--- config.mk ---
export PLATFORM = sky130hd
export DESIGN_NAME = cpu_control_fsm
export DESIGN_NICKNAME = d
export VERILOG_FILES = /design/src/rtl/cpu_control_fsm.sv
export SDC_FILE = /design/constraint.sdc
export NUM_CORES = 1
export LEC_CHECK = 0
export ABC_AREA = 1
export BUFFER_PORTS_ARGS = -buffer_cell sky130_fd_sc_hd__buf_2
export CAP_MARGIN = 20
export CORE_MARGIN = 3
export CORE_UTILIZATION = 45
export CTS_CLUSTER_DIAMETER = 60
export DETAILED_ROUTE_END_ITERATION = 10
export GPL_TIMING_DRIVEN = 0
export HOLD_SLACK_MARGIN = 0.05
export PLACE_DENSITY = 0.78
export SETUP_SLACK_MARGIN = 0.5
export SYNTH_ARGS = -nofsm -noshare
export SYNTH_HDL_FRONTEND = slang
export SYNTH_SLANG_ARGS = --single-unit
export TNS_END_PERCENT = 100
--- constraint.sdc ---
create_clock -name clk -period 1.76 [get_ports clk]
set_clock_uncertainty 0.1 [all_clocks]
set_input_delay 0.088 -clock clk [delete_from_list [all_inputs] [get_ports clk]]
set_output_delay 0.088 -clock clk [all_outputs]
set_load 0.01 [all_outputs]
--- src/rtl/cpu_control_fsm.sv ---
`default_nettype none
// ============================================================================
// Module  : cpu_control_fsm
// Brief   : Multi-cycle fetch/decode/execute/memory sequencer for the 18-bit
//           CPU, with compare-flag register and memory-port timeout.
// Revision: 1.0 - initial release
// ============================================================================
module cpu_control_fsm #(
    parameter int IW          = 18,
    parameter int MEM_TIMEOUT = 16,
    parameter int TOW         = 5
) (
    input  logic          clk,
    input  logic          rst,
    input  logic [IW-1:0] instr,
    input  logic          mem_ready,
    input  logic          cmp_eq,
    input  logic          cmp_above,
    input  logic          cmp_below,
    output logic          mem_req,
    output logic          mem_we,
    output logic          addr_sel,
    output logic          ir_load,
    output logic          pc_inc,
    output logic          pc_load,
    output logic          pc_clr,
    output logic [1:0]    alu_op,
    output logic          alu_src_imm,
    output logic          reg_we,
    output logic          wb_sel,
    output logic [2:0]    flags,
    output logic          fault
);

    localparam logic [3:0] c_OP_NOP  = 4'h0;
    localparam logic [3:0] c_OP_ADD  = 4'h1;
    localparam logic [3:0] c_OP_AND  = 4'h2;
    localparam logic [3:0] c_OP_NAND = 4'h3;
    localparam logic [3:0] c_OP_NOR  = 4'h4;
    localparam logic [3:0] c_OP_ADDI = 4'h5;
    localparam logic [3:0] c_OP_ANDI = 4'h6;
    localparam logic [3:0] c_OP_LD   = 4'h7;
    localparam logic [3:0] c_OP_ST   = 4'h8;
    localparam logic [3:0] c_OP_CMP  = 4'h9;
    localparam logic [3:0] c_OP_JE   = 4'hA;
    localparam logic [3:0] c_OP_JA   = 4'hB;
    localparam logic [3:0] c_OP_JB   = 4'hC;
    localparam logic [3:0] c_OP_JAE  = 4'hD;
    localparam logic [3:0] c_OP_JBE  = 4'hE;
    localparam logic [3:0] c_OP_RST  = 4'hF;

    localparam logic [2:0] c_FETCH  = 3'd0;
    localparam logic [2:0] c_DECODE = 3'd1;
    localparam logic [2:0] c_EXEC   = 3'd2;
    localparam logic [2:0] c_MEM    = 3'd3;
    localparam logic [2:0] c_FAULT  = 3'd4;

    logic [2:0]     r_state;
    logic [2:0]     w_next;
    logic [TOW-1:0] r_count;
    logic [2:0]     r_flags;
    logic [3:0]     w_opcode;
    logic           w_timeout;
    logic           w_mem_phase;
    logic           w_jump_taken;
    logic           w_unused;

    assign w_opcode    = instr[IW-1 -: 4];
    assign w_unused    = ^instr[IW-5:0];
    assign w_timeout   = (r_count == TOW'(MEM_TIMEOUT - 1));
    assign w_mem_phase = (r_state == c_FETCH) || (r_state == c_MEM);

    always_ff @(posedge clk) begin
        if (rst) begin
            r_state <= c_FETCH;
        end else begin
            r_state <= w_next;
        end
    end

    always_comb begin
        w_next = r_state;
        case (r_state)
            c_FETCH: begin
                if (mem_ready) begin
                    w_next = c_DECODE;
                end else if (w_timeout) begin
                    w_next = c_FAULT;
                end
            end
            c_DECODE: w_next = c_EXEC;
            c_EXEC: begin
                if ((w_opcode == c_OP_LD) || (w_opcode == c_OP_ST)) begin
                    w_next = c_MEM;
                end else begin
                    w_next = c_FETCH;
                end
            end
            c_MEM: begin
                if (mem_ready) begin
                    w_next = c_FETCH;
                end else if (w_timeout) begin
                    w_next = c_FAULT;
                end
            end
            c_FAULT: w_next = c_FAULT;
            default: w_next = c_FETCH;
        endcase
    end

    // Any state change restarts the wait count, so each FETCH/MEM visit gets a full budget.
    always_ff @(posedge clk) begin
        if (rst || (w_next != r_state)) begin
            r_count <= '0;
        end else if (w_mem_phase && !mem_ready) begin
            r_count <= r_count + TOW'(1);
        end
    end

    always_ff @(posedge clk) begin
        if (rst) begin
            r_flags <= 3'b000;
        end else if (r_state == c_EXEC) begin
            if (w_opcode == c_OP_CMP) begin
                r_flags <= {cmp_eq, cmp_above, cmp_below};
            end else if (w_opcode == c_OP_RST) begin
                r_flags <= 3'b000;
            end
        end
    end

    // Jump conditions read the latched flags only; live comparator inputs are ignored.
    always_comb begin
        case (w_opcode)
            c_OP_JE:  w_jump_taken = r_flags[2];
            c_OP_JA:  w_jump_taken = r_flags[1];
            c_OP_JB:  w_jump_taken = r_flags[0];
            c_OP_JAE: w_jump_taken = r_flags[2] | r_flags[1];
            c_OP_JBE: w_jump_taken = r_flags[2] | r_flags[0];
            default:  w_jump_taken = 1'b0;
        endcase
    end

    always_comb begin
        mem_req     = 1'b0;
        mem_we      = 1'b0;
        addr_sel    = 1'b0;
        ir_load     = 1'b0;
        pc_inc      = 1'b0;
        pc_load     = 1'b0;
        pc_clr      = 1'b0;
        alu_op      = 2'b00;
        alu_src_imm = 1'b0;
        reg_we      = 1'b0;
        wb_sel      = 1'b0;
        flags       = 3'b000;
        fault       = 1'b0;
        if (!rst) begin
            flags = r_flags;
            case (r_state)
                c_FETCH: begin
                    mem_req = 1'b1;
                    if (mem_ready) begin
                        ir_load = 1'b1;
                        pc_inc  = 1'b1;
                    end
                end
                c_EXEC: begin
                    case (w_opcode)
                        c_OP_ADD:  reg_we = 1'b1;
                        c_OP_AND: begin
                            alu_op = 2'b01;
                            reg_we = 1'b1;
                        end
                        c_OP_NAND: begin
                            alu_op = 2'b10;
                            reg_we = 1'b1;
                        end
                        c_OP_NOR: begin
                            alu_op = 2'b11;
                            reg_we = 1'b1;
                        end
                        c_OP_ADDI: begin
                            alu_src_imm = 1'b1;
                            reg_we      = 1'b1;
                        end
                        c_OP_ANDI: begin
                            alu_op      = 2'b01;
                            alu_src_imm = 1'b1;
                            reg_we      = 1'b1;
                        end
                        c_OP_JE, c_OP_JA, c_OP_JB, c_OP_JAE, c_OP_JBE:
                            pc_load = w_jump_taken;
                        c_OP_RST:  pc_clr = 1'b1;
                        default: ;
                    endcase
                end
                c_MEM: begin
                    mem_req  = 1'b1;
                    addr_sel = 1'b1;
                    mem_we   = (w_opcode == c_OP_ST);
                    if (mem_ready && (w_opcode == c_OP_LD)) begin
                        reg_we = 1'b1;
                        wb_sel = 1'b1;
                    end
                end
                c_FAULT: fault = 1'b1;
                default: ;
            endcase
        end
    end

endmodule
`default_nettype wire
Word-level counts from Yosys, hierarchy flattened:

Index checks and enable logic that the tools add are counted.

* bitwise gates (word level): 2
* add/sub/neg operators: 1
* muxes and demuxes: 38
* eq/ne operators: 21
* reductions and logical operators: 14

Operator list (count)
* equality test 4 bit (second input constant): 8
* 2-to-1 mux 1 bit: 25
* 2-to-1 mux 3 bit: 6
* equality test 4 x 3 -> 1 bit (second input constant): 4
* one-hot mux 3 bit (5 select lines): 1
* equality test 4 x 2 -> 1 bit (second input constant): 2
* equality test 3 x 2 -> 1 bit (second input constant): 2
* 2-to-1 mux 2 bit: 3
* one-hot mux 2 bit (3 select lines): 1
* OR reduction 2 bit: 3
* OR reduction 6 bit: 1
* adder 5 x 1 -> 5 bit (second input constant): 1
* equality test 5 x 4 -> 1 bit (second input constant): 1
* one-hot mux 1 bit (5 select lines): 1
* OR reduction 5 bit: 1
* equality test 4 x 1 -> 1 bit (second input constant): 1
* equality test 3 x 1 -> 1 bit (second input constant): 1
* equality test 3 bit (second input constant): 1
* zero test 3 bit: 1
* logical OR 1 bit: 3
* inequality test 3 bit: 1
* logical AND 1 bit: 2
* bitwise OR 1 bit: 2
* one-hot mux 1 bit (2 select lines): 1
* other kinds (3): 3

* output and inout bits: 16
* bits of input ports: 24
* word-level logic and storage cells: 79
* flip-flop bits (word level): 11

Longest topological paths before layout:

Gate-level depths: netlist of the first run.

* depth after elaboration: 6
* mapped depth: 12
* gate-level depth less buffers: 12

Least setup slack after synthesis of the first run:

Ideal clock, no wire load.

* path type: register -> register
* start point: reg r_count[0]
* end point: reg r_count[3]
* arrival: 1332 ps
* buffers on the path: 0
* path slack: 213 ps
* stages on the path, launching flop included: 13
* cell sequence: dfxtp_1 -> ha_1 -> inv_1 -> nor2_1 -> ha_1 -> nor2_1 -> nand2_2 -> nand2_1 -> inv_1 -> nand3_2 -> nand2_1 -> nand3_2 -> nor2_1

* cells in the longest elaborated chain, start to end: 6
* elaborated cells on any way between the ends: 8
* those cells by class: 1 x add/sub; 2 x eq/ne; 4 x mux; 1 x reduce/logical

RTL lines
* from (decl): line 60 `logic [TOW-1:0] r_count;`
* from (signal assigned): line 116 `r_count <= r_count + TOW'(1);`
* equality test 5 x 4 -> 1 bit: line 70 `assign w_timeout = (r_count == TOW'(MEM_TIMEOUT - 1));`
* 2-to-1 mux 3 bit: line 87, 102
* 2-to-1 mux 3 bit, on equally long branches: line 100, 85
* one-hot mux 3 bit (5 select lines): line 83 `case (r_state)`
* inequality test 3 bit: line 113 `if (rst || (w_next != r_state)) begin`
* logical OR 1 bit: line 113

Several ways; a longest one is shown, not always the timed one.
A chain may end at the register's enable or synchronous reset.

Final worst setup path of the first run:

* start point: reg r_state[1]
* end point: out pc_inc

* cells in the longest elaborated chain, start to end: 3

RTL lines
* from (decl): line 58 `logic [2:0] r_state;`
* from (signal assigned): line 75 `r_state <= c_FETCH;`
* from (signal assigned): line 77 `r_state <= w_next;`
* zero test 3 bit: line 160 `case (r_state)`
* 2-to-1 mux 1 bit: line 160
* 2-to-1 mux 1 bit: line 158 `if (!rst) begin`
* to (decl): line 24 `output logic pc_inc,`

Every way passes these cells.

==> metrics.md, run 1 <==
| Metric | Value |
|---|---|
| End-of-flow core utilization | 81.6% |
| EDFF count, synth | 0 |
| WP data arrival | 1.49 ns |
| Post-synthesis xor/xnor area fraction | 3.05% |
| Synth top area share | 25.5% |
| Stages on the worst setup path | 7 |
| Post-synthesis simple-gate area fraction | 44.7% |
| Placeable Area | 0.00176 mm^2 |
| Outcome | completed |
| Top cells by area, synth | dfxtp_1, nand2_1, inv_1, nor2_1, nand3_1 |
| Switching part of the total | 34.1% |
| R2r setup slk | 0.09 ns |
| First-pass DRT Iterations | 4 |
| Count leader, synth | nand2_1 |
| Syn. warnings | 0 |
| Main combinational cell family by area after synthesis | simple AND/OR/NAND/NOR gates |
| Final critical-path required period | 1.68 ns |
| Worst R2R End | r_count[1]$_SDFFE_PP0P_ |
| Net Count, Synth | 168 |
| Crit path to | pc_inc |
| Port buffer count | 25 |
| Total GRT Usage | 21.3% |
| Mapped Avg Cell Area | 6.07 um^2 |
| FF-to-FF path depth | 11 |
| GPL Wtd Cong | 0.833 |
| Clock transition at the registers of the reported paths | 0.08 ns |
| Final slew viol count | 0 |
| Worst path max stage delay | 0.36 ns |
| Largest net degree at the start of global routing | 11 |
| Logic pwr share | 31.5% |
| Post-synth ARST share | 0% |
| Final Cycle Share | 95.6% |
| Worst-skew pair later-pin latency | 0.27 ns |
| Fin cells | 219 |
| Initial antenna violation count | 0 |
| CP delay by family, top | buffers and inverters |
| Placed insts | 192 |
| Mux cell area share after synthesis | 0% |
| Final hold violations | 0 |
| CP max FO | 5 |
| I/O pin cnt | 40 |
| Std cell rows | 15 |
| Worst-Margin Slew | 0.558 ns |
| CP max-delay cell | dfxtp_4 |
| Sequential share of power | 40.1% |
| Worst path buffer plus inverter count | 4 |
| Global-route wire length before repair | 4180 um |
| Vias in the first global route | 991 |
| Worst setup startpoint | r_state[1]$_SDFF_PP0_ |
| Max Root-Sink Buffers | 2 |
| Mapped cell area | 862 um^2 |
| Sequential cell area fraction in the yosys report | 25.5% |
| DRC errors left | 0 |
| CP startpoint kind | flip-flop |
| Hold WC Path Type | in -> reg |
| Dominant cell type by area after synthesis | dfxtp_1 |
| Final nets | 221 |
| CP endpoint kind | output port |
| Max Fclk | 0.594 GHz |
| Pint | 423 uW |
| Layout cells sized above 1 | 47.9% |
| Post-Route WL | 2830 um |
| Clock root cell | clkbuf_4 |
| Synth top cells by count | nand2_1, inv_1, nor2_1 |
| Routed WL per cell | 12.9 um |
| Synth Instances | 142 |
| CP required | 1.57 ns |
| Total CTS buffers | 3 |
| CTS tree | built |
| Worst r2r src | r_count[0]$_SDFFE_PP0P_ |
| RSZ-0062 raised after global routing | yes |
| Crit Path Category | reg -> out |
| Vias | 1,115 |
| Flops & latches, synth | 11 |
| Cell Chain, Critical Path | buf_6 -> buf_6 -> nor2_4 -> nand3_2 -> nor2_2 -> buf_4 -> buf_6 |
| CTS H-tree lvls | 1 |
| Syn-to-layout area delta | 66.9% |
| Overall power | 642 uW |
| ANT nets after route | 0 |
| Slew Limit Headroom | 62.8% |
| Detailed placement HPWL | 1600 um |
| Peak supply drop | 0.000501 V |
| Synth Flop Type | dfxtp_1 |
| Die W | 49.8 um |
| Leak | 0.712 nW |
| Via/cell ratio | 5.09 |
| DRT iter0 DRCs | 31 |
| Synthesized-area fraction occupied by adder cells | 2.90% |
| Critical Path Most Common Cell | buf_6 |
| Clock network power share | 28.4% |
| Initial Util | 48.9% |
| Unique masters post-synth | 24 |
| Die Y | 49.8 um |
| Switching power | 219 uW |
| Final setup vio count | 0 |
| Compound-cell area share of the yosys netlist | 9.87% |
| Clock sink total | 11 |
| Hold_sp | rst |
| Die area | 0.00248 mm^2 |
| Max-cap violations | 0 |
| GRT overflow | 0 |
| Antenna Cells | 0 |
| PwrDens | 446 mW/mm^2 |
## stage by stage
step / hold slack, ns / area, um^2 / setup WS [ns] / TNS (ns)
3_5_place_dp: 0.219 / 1050 / 0.111 / 0
6_report: 0.0582 / 1440 / 0.0771 / 0
5_1_grt: 0.105 / 1440 / -0.0378 / -0.0843
3_3_place_gp: 0.209 / 1050 / 0.136 / 0
2_1_floorplan: 0.0778 / 896 / 0.270 / 0
4_1_cts: 0.0580 / 1280 / 0.0930 / 0
## worst min path at each step
stage                                    to  slack [ns]  cells after the start
floorplan             r_state[2]$_SDFF_PP0_        0.08                      1
global placement    r_flags[0]$_SDFFE_PP0P_        0.21                      3
detailed placement  r_flags[0]$_SDFFE_PP0P_        0.22                      3
CTS                 r_flags[2]$_SDFFE_PP0P_        0.06                      4
global route        r_flags[2]$_SDFFE_PP0P_        0.10                      4
finish              r_flags[2]$_SDFFE_PP0P_        0.06                      4
## sequential cells by signal, indices dropped and copies added, names as in the netlist
| signal | count |
|---|---|
| r_flags | 3 |
| r_count | 5 |
| r_state | 3 |
## power by group through the flow
stage               Sequential [mW]  Combinational, mW  Clock (mW)
floorplan                     0.268             0.0796           0
global placement              0.269              0.113           0
detailed placement            0.269              0.116           0
CTS                           0.261              0.163       0.181
global route                  0.259              0.218       0.197
finish                        0.257              0.202       0.182
## metal layers
metal | part of all wire (%) | up-vias | global-route usage (%)
met5 | 0 | - | 0
met4 | 1.3 | 0 | 2.76
met1 | 38 | 516 | 25.4
li1 | - | 547 | -
met2 | 54 | 46 | 38.3
met3 | 7.1 | 6 | 6.04
## logic make-up after synthesis
group / Yosys count
flops: 11
simple gates: 81
compound gates: 14
fa+ha+maj: 2
buf+inv: 31
xor+xnor: 3
## timing repair
item,4_1_cts,5_1_grt
hold endpoints to repair,4,0
pin swaps,14,12
buffers inserted,11,7
endpoints found under the setup margin,24,24
hold buffers,5,0
gates resized for setup,24,25
## worst register-to-register path, cell delays in order (launching register included)
cell,delay [ns]
dfxtp_4,0.36
ha_4,0.16
inv_4,0.06
nor2_4,0.04
ha_4,0.16
nor2_1,0.17
nor2_1,0.07
o211ai_1,0.09
nand2_1,0.09
inv_1,0.10
nand3_4,0.11
nor2_1,0.10
## layout by cell type, fill, tap and decap left out, types with 3 or more instances in the layout
cell type	n
nor2_2	7
nor2_4	4
dfxtp_4	4
nand2_4	5
dlygate4sd3_1	5
inv_1	22
o21ai_0	6
buf_4	12
nand3_2	3
nor2_1	18
clkbuf_4	3
nand3_1	6
buf_6	8
buf_2	24
dfxtp_1	6
nand2_1	26
inv_2	5
nor3_2	3
## layout make-up
cell class | instances | area, um^2
Multi-Input combinational cell | 100 | 674
Fill cell | 126 | 325
Buffer | 2 | 11.3
Inverter | 29 | 115
Timing Repair Buffer | 48 | 343
Sequential cell | 11 | 236
Clock inverter | 1 | 5.00
Tap cell | 25 | 31.3
Clock buffer | 3 | 22.5
Note: power is estimated with default switching activity, not from simulation.
==> run 2: changes to the inputs <==
PLACE_DENSITY = 0.8   (was 0.78)
==> run 2 against run 1 <==
Net effect:
- critical path depth fell by 1
- via count shrank 2.4%
- die area unchanged
- sequential share of layout area increased by 1.0 points
- core utilization decreased by 5.5 points
- clock power about the same
- wire length shrank 3.6%
- hold slack improved by 0.031 ns
- sequential cell count is the same
- setup slack better by 0.059 ns
- register-to-register slack improved by 0.06 ns
- final area decreased by 6.8%
- critical endpoint is now pc_clr
- largest cell class unchanged
- largest power group unchanged
- highest routed layer unchanged
==> metrics.md, run 2 (synthesis gave the netlist of run 1 again) <==
| Metric | Value |
|---|---|
| Outcome | completed (unchanged) |
| Worst path max stage delay | 0.37 ns (was 0.36 ns) |
| Largest regs | r_count: 5 flops, r_flags: 3 flops, r_state: 3 flops (unchanged) |
| Antenna Cells | 0 (unchanged) |
| Overall power | 627 uW (was 642 uW) |
| CP max-delay cell | dfxtp_4 (unchanged) |
| Die Y | 49.8 um (unchanged) |
| Area post-placement | 0.00105 mm^2 (unchanged) |
| Die area | 0.00248 mm^2 (unchanged) |
| Die W | 49.8 um (unchanged) |
| Final critical-path required period | 1.62 ns (was 1.68 ns) |
| Peak supply drop | 0.000401 V (was 0.000501 V) |
| I/O pin cnt | 40 (unchanged) |
| Placeable Area | 0.00176 mm^2 (unchanged) |
| Routed WL per cell | 12.6 um (was 12.9 um) |
| Max Root-Sink Buffers | 2 (unchanged) |
| CP required | 1.57 ns (about the same) |
| Initial Util | 48.9% (unchanged) |
| CP startpoint kind | flip-flop (unchanged) |
| Worst path buffer plus inverter count | 3 (was 4) |
| Crit Path Category | reg -> out (unchanged) |
| CTS H-tree lvls | 1 (unchanged) |
| Most flop-heavy register | r_count (unchanged) |
| Met1 usage | 25.3% (was 25.4%) |
| CTS tree | built (unchanged) |
| Final instance area | 0.00134 mm^2 (was 0.00144 mm^2) |
| ANT nets after route | 0 (unchanged) |
| DRC errors left | 0 (unchanged) |
| PwrDens | 467 mW/mm^2 (was 446 mW/mm^2) |
| Post-Route WL | 2730 um (was 2830 um) |
| M2 GR Usage | 39.2% (was 38.3%) |
| Final slew viol count | 0 (unchanged) |
| Slew Limit Headroom | 65.4% (was 62.8%) |
| WP data arrival | 1.44 ns (was 1.49 ns) |
| GPL Wtd Cong | 0.859 (was 0.833) |
| Worst-skew pair later-pin latency | 0.27 ns (about the same) |
| Vias | 1,088 (was 1,115) |
| Total GRT Usage | 22.0% (was 21.3%) |
| Most frequent cells in the layout | nand2_1, inv_1, buf_2, nor2_1, buf_4 (was nand2_1, buf_2, inv_1, nor2_1, buf_4) |
| Largest net degree at the start of global routing | 11 (unchanged) |
| Total CTS buffers | 3 (unchanged) |
| Max Fclk | 0.616 GHz (was 0.594 GHz) |
| Syn-to-layout area delta | 55.6% (was 66.9%) |
| Layout cells sized above 1 | 43.2% (was 47.9%) |
| Worst-Margin Slew | 0.520 ns (was 0.558 ns) |
| RSZ-0062 raised after global routing | yes (unchanged) |
| Initial antenna violation count | 0 (unchanged) |
| Vias in the first global route | 990 (was 991) |
| Placement Setup Slack | 0.0887 ns (was 0.111 ns) |
| Grt peak-use layer | met2 (unchanged) |
| Placed insts | 192 (unchanged) |
| Max reg flops | 5 (unchanged) |
| Via/cell ratio | 5.01 (was 5.09) |
| End-of-flow core utilization | 76.0% (was 81.6%) |
| Final setup vio count | 0 (unchanged) |
| Clock transition at the registers of the reported paths | 0.08 ns (about the same) |
| CP max FO | 5 (unchanged) |
| Std cell rows | 15 (unchanged) |
| First-pass DRT Iterations | 4 (unchanged) |
| Max-cap violations | 0 (unchanged) |
| Clock root cell | clkbuf_4 (unchanged) |
| Final Cycle Share | 92.3% (was 95.6%) |
| Final nets | 219 (was 221) |
| PnR worst setup slack | 0.136 ns (was 0.0771 ns) |
| CP endpoint kind | output port (unchanged) |
| WHS | 0.0894 ns (was 0.0582 ns) |
| Cell Chain, Critical Path | nor3_4 -> inv_2 -> nor2_4 -> inv_2 -> nor3_2 -> buf_2 (was buf_6 -> buf_6 -> nor2_4 -> nand3_2 -> nor2_2 -> buf_4 -> buf_6) |
| Global-route wire length before repair | 4270 um (was 4180 um) |
| Final hold violations | 0 (unchanged) |
| GRT overflow | 0 (unchanged) |
| Detailed placement HPWL | 1640 um (was 1600 um) |
| Grt met3 use | 5.74% (was 6.04%) |
| Commonest non-fill, non-tap cell in the layout | nand2_1 (unchanged) |
| Critical Path Most Common Cell | inv_2 (was buf_6) |
| CP delay by family, top | simple AND/OR/NAND/NOR gates (was buffers and inverters) |
| Hold WC Path Type | in -> reg (unchanged) |
| Clock sink total | 11 (unchanged) |
| Setup TNS | 0 ns (unchanged) |
| Fin cells | 217 (was 219) |
| Leak | 0.676 nW (was 0.712 nW) |
| DRT iter0 DRCs | 12 (was 31) |
| Port buffer count | 25 (unchanged) |
==> run 2: cell types whose count changed in the layout (fill, tap and decap cells not counted), sizes merged <==
cell	before	now
buf	44	41
clkbuf	4	5
clkinv	1	0
clkinvlp	1	0
dlygate4sd3	5	6
inv	28	29
==> run 2: final timing paths <==
path	startpoint	end	slack (ns)	cells after the start
max reg2reg	r_count[0]$_SDFFE_PP0P_	r_count[1]$_SDFFE_PP0P_	0.15	11
min reg2reg	r_flags[0]$_SDFFE_PP0P_	r_flags[0]$_SDFFE_PP0P_	0.44	4
min	rst	r_flags[2]$_SDFFE_PP0P_	0.09	4
max	r_state[0]$_SDFF_PP0_	pc_clr	0.14	6
==> run 2: tightest hold or removal path, stage by stage <==
cell and delay [ns]:
buf_2 0.15, nor2_1 0.07, nand2_1 0.05, nand2_1 0.05
==> run 2: timing repair <==
| action | CTS | global route |
|---|---|---|
| setup endpoints to repair | 24 | 24 |
| hold buffers | 6 | 0 |
| pin swaps | 10 | 10 |
| resized for setup | 22 | 8 |
| hold endpoints to repair | 4 | 0 |
| setup buffers | 9 | 6 |
==> run 2: layout make-up <==
class	count	area [um^2]
sequential	11	234
inverter	29	109
tap	25	31.3
buffer	2	11.3
timing repair buffer	46	315
clock buffer	4	26.3
multi-input combinational	100	614
fill	132	423
==> run 2: metal layers <==
layer	wire, um	vias up
li1	-	547
met1	1120	510
met2	1450	25
met3	106	6
met4	42	0
met5	0	-
==> run 2: power by group <==
| group | leakage (nW) | total (mW) | switching, mW | internal, mW |
|---|---|---|---|---|
| combinational | 0.569 | 0.186 | 0.104 | 0.0816 |
| clock | 0.0150 | 0.182 | 0.0937 | 0.0879 |
| sequential | 0.0922 | 0.260 | 0.00706 | 0.253 |
| total | 0.676 | 0.627 | 0.205 | 0.422 |
==> run 3: changes to the inputs <==
--- a/config.mk
+++ b/config.mk
@@ -11,3 +11,3 @@
 export CORE_MARGIN = 3
-export CORE_UTILIZATION = 45
+export CORE_UTILIZATION = 40
 export CTS_CLUSTER_DIAMETER = 60
@@ -16,3 +16,3 @@
 export HOLD_SLACK_MARGIN = 0.05
-export PLACE_DENSITY = 0.8
+export PLACE_DENSITY = 0.72
 export SETUP_SLACK_MARGIN = 0.5
--- a/constraint.sdc
+++ b/constraint.sdc
@@ -4,2 +4,2 @@
 set_output_delay 0.088 -clock clk [all_outputs]
-set_load 0.01 [all_outputs]
+set_load 0.1 [all_outputs]
==> run 3 against run 2 <==
Net effect:
- the flow now finishes with violations (design-rule violations, negative setup slack)
- clock power hardly changed
- sequential share of layout area decreased by 4.6 points
- final area rose by 40%
- fmax fell by 12%
- critical path type unchanged
- largest cell class unchanged
==> metrics.md, run 3 (synthesis gave the netlist of run 1 again) <==
| Metric | Value |
|---|---|
| Largest net degree at the start of global routing | 11 (unchanged) |
| Logic pwr share | 42.6% (was 29.6%) |
| Worst-Margin Slew | 0.666 ns (was 0.520 ns) |
| Failing checks | design-rule violations, negative setup slack |
| Pint | 462 uW (was 422 uW) |
| PwrDens | 409 mW/mm^2 (was 467 mW/mm^2) |
| End-of-flow core utilization | 93.6% (was 76.0%) |
| Initial antenna violation count | 0 (unchanged) |
| Final Cycle Share | 105% (was 92.3%) |
| Clock network power share | 24.0% (was 29.0%) |
| Fillers | 61 (was 132) |
| Vias in the first global route | 1,156 (was 990) |
| ANT nets after route | 0 (unchanged) |
| GRT overflow | 0 (unchanged) |
| RSZ-0062 raised after global routing | yes (unchanged) |
| Clock transition at the registers of the reported paths | 0.09 ns (was 0.08 ns) |
| Detailed placement HPWL | 1700 um (was 1640 um) |
| Outcome | finished, violations left (was completed) |
| Hold_sp | rst (unchanged) |
| DRC errors left | 2 (was 0) |
| FF-to-FF path depth | 9 (was 11) |
| Worst r2r src | r_state[0]$_SDFF_PP0_ (was r_count[0]$_SDFFE_PP0P_) |
| Vias | 1,259 (was 1,088) |
| CP endpoint kind | output port (unchanged) |
| Grt peak-use layer | met2 (unchanged) |
| CP max-delay cell | dfxtp_4 (unchanged) |
| Max Fclk | 0.541 GHz (was 0.616 GHz) |
| Final setup vio count | 10 (was 0) |
| Die area | 0.00275 mm^2 (was 0.00248 mm^2) |
| Syn-to-layout area delta | 117% (was 55.6%) |
| CP startpoint kind | flip-flop (unchanged) |
| Grt met3 use | 5.98% (was 5.74%) |
| Critical Path Most Common Cell | buf_12 (was inv_2) |
| DRT iter0 DRCs | 53 (was 12) |
| Commonest non-fill, non-tap cell in the layout | nand2_1 (unchanged) |
| GPL Wtd Cong | 0.761 (was 0.859) |
| CP required | 1.57 ns (about the same) |
| Antenna Cells | 0 (unchanged) |
| PnR worst setup slack | -0.0894 ns (was 0.136 ns) |
| Final nets | 226 (was 219) |
| Leak | 0.780 nW (was 0.676 nW) |
| R2r setup slk | -0.05 ns (was 0.15 ns) |
| Die Y | 52.4 um (was 49.8 um) |
| Final hold violations | 0 (unchanged) |
| Clock sink total | 11 (unchanged) |
| Most frequent cells in the layout | nand2_1, inv_1, buf_12, buf_4, nor2_4 (was nand2_1, inv_1, buf_2, nor2_1, buf_4) |
| Placeable Area | 0.00200 mm^2 (was 0.00176 mm^2) |
| Worst path max stage delay | 0.37 ns (about the same) |
| CP max FO | 4 (was 5) |
| Switching power | 305 uW (was 205 uW) |
| Port buffer count | 25 (unchanged) |
| WP data arrival | 1.66 ns (was 1.44 ns) |
| Final critical-path required period | 1.85 ns (was 1.62 ns) |
| Fin cells | 226 (was 217) |
| First-pass DRT Iterations | 7 (was 4) |
| Max reg flops | 5 (unchanged) |
| CP delay by family, top | buffers and inverters (was simple AND/OR/NAND/NOR gates) |
| Overall power | 767 uW (was 627 uW) |
| Worst path buffer plus inverter count | 4 (was 3) |
| Total GRT Usage | 23.7% (was 22.0%) |
| Via/cell ratio | 5.57 (was 5.01) |
| Initial Util | 43.1% (was 48.9%) |
| Placed insts | 194 (was 192) |
| Crit Path Category | reg -> out (unchanged) |
| Cell Chain, Critical Path | nor3_4 -> inv_2 -> nor2_4 -> buf_12 -> o2111ai_4 -> clkinvlp_4 -> buf_12 (was nor3_4 -> inv_2 -> nor2_4 -> inv_2 -> nor3_2 -> buf_2) |
| Post-Route WL | 4210 um (was 2730 um) |
| Worst-skew pair later-pin latency | 0.28 ns (was 0.27 ns) |
| Total CTS buffers | 3 (unchanged) |
| Switching part of the total | 39.8% (was 32.7%) |
| Final slew viol count | 0 (unchanged) |
| Die W | 52.4 um (was 49.8 um) |
| Most flop-heavy register | r_count (unchanged) |
| Global-route wire length before repair | 4840 um (was 4270 um) |
| Hold WC Path Type | in -> reg (unchanged) |
| Max-cap violations | 0 (unchanged) |
| Slew Limit Headroom | 55.2% (was 65.4%) |
| Worst hold path stage count | 4 (unchanged) |
| Max Root-Sink Buffers | 2 (unchanged) |
| M2 GR Usage | 44.8% (was 39.2%) |
| Clock root cell | clkbuf_4 (unchanged) |
| Largest regs | r_count: 5 flops, r_flags: 3 flops, r_state: 3 flops (unchanged) |
| CTS H-tree lvls | 1 (unchanged) |
| CTS tree | built (unchanged) |
| Routed WL per cell | 18.6 um (was 12.6 um) |
| Layout cells sized above 1 | 57.3% (was 43.2%) |
| Worst R2R End | r_count[0]$_SDFFE_PP0P_ (was r_count[1]$_SDFFE_PP0P_) |
| Met1 usage | 26.0% (was 25.3%) |
| Sequential share of power | 33.5% (was 41.4%) |
| Peak supply drop | 0.000650 V (was 0.000401 V) |
| Std cell rows | 16 (was 15) |
| Hold path endpoint | r_flags[2]$_SDFFE_PP0P_ (unchanged) |
| I/O pin cnt | 40 (unchanged) |
## run 3: changes by cell type in the layout (fill, tap and decap cells not counted), moves of 3 or more
cell | before | now
buf_12 | 0 | 18
buf_2 | 24 | 9
inv_1 | 24 | 19
nor2_1 | 20 | 11
nor2_4 | 3 | 13
nor3_4 | 1 | 4
## run 3: worst max path at each step
stage / end / start / depth (start not counted)
floorplan: alu_src_imm / r_state[0]$_SDFF_PP0_ / 5
global placement: alu_op[0] / r_state[2]$_SDFF_PP0_ / 6
detailed placement: alu_op[0] / r_state[2]$_SDFF_PP0_ / 6
CTS: alu_op[0] / r_state[1]$_SDFF_PP0_ / 7
global route: alu_op[0] / r_state[0]$_SDFF_PP0_ / 7
finish: alu_op[0] / r_state[0]$_SDFF_PP0_ / 7
## run 3: through the flow
stage	worst slack [ns]	setup TNS (ns)	cell area [um^2]	hold slack, ns
finish	-0.0894	-0.408	1870	0.0971
detailed placement	-0.00708	-0.00708	1200	0.217
CTS	-0.0466	-0.142	1640	0.0674
floorplan	-0.0628	-0.126	1040	0.0778
global route	-0.153	-1.31	1870	0.124
global placement	0.00650	0	1200	0.211
## run 3: layout make-up
cell class	instances	area, um^2	share of cell area, %
Timing Repair Buffer	53	631	33.6
Inverter	29	119	6.34
Buffer	2	27.5	1.47
Multi-Input combinational cell	100	796	42.5
Sequential cell	11	240	12.8
Tap cell	27	33.8	1.80
Clock buffer	3	22.5	1.20
Clock inverter	1	5.00	0.267
## run 3: power groups by stage
stage	sequential [mW]	combinational, mW	clock (mW)
final	0.257	0.327	0.184
after CTS	0.259	0.252	0.184
after floorplan	0.267	0.146	0
after detailed placement	0.269	0.182	0
after global placement	0.269	0.180	0
after global routing	0.257	0.340	0.190
## run 3: worst reg2reg max path: stages, from the launching register on
cell     delay [ns]
dfxtp_4        0.37
buf_4          0.15
nor2_4         0.18
buf_6          0.15
o21ai_0        0.12
nor2_1         0.21
nand2_1        0.12
inv_2          0.10
nand3_4        0.12
nor2_2         0.11
## run 3: what timing repair did
item	in CTS	in global routing
resized for setup	78	29
setup endpoints to repair	24	27
gates cloned	0	0
endpoints found under the hold margin	4	0
buffers inserted	11	12
hold buffers	5	0
pin swaps	17	20
## run 3: metal layers
metal,up-vias,share of wire (%)
met5,-,0
met4,0,5.1
met3,22,6.1
met2,81,52
met1,593,37
li1,563,-
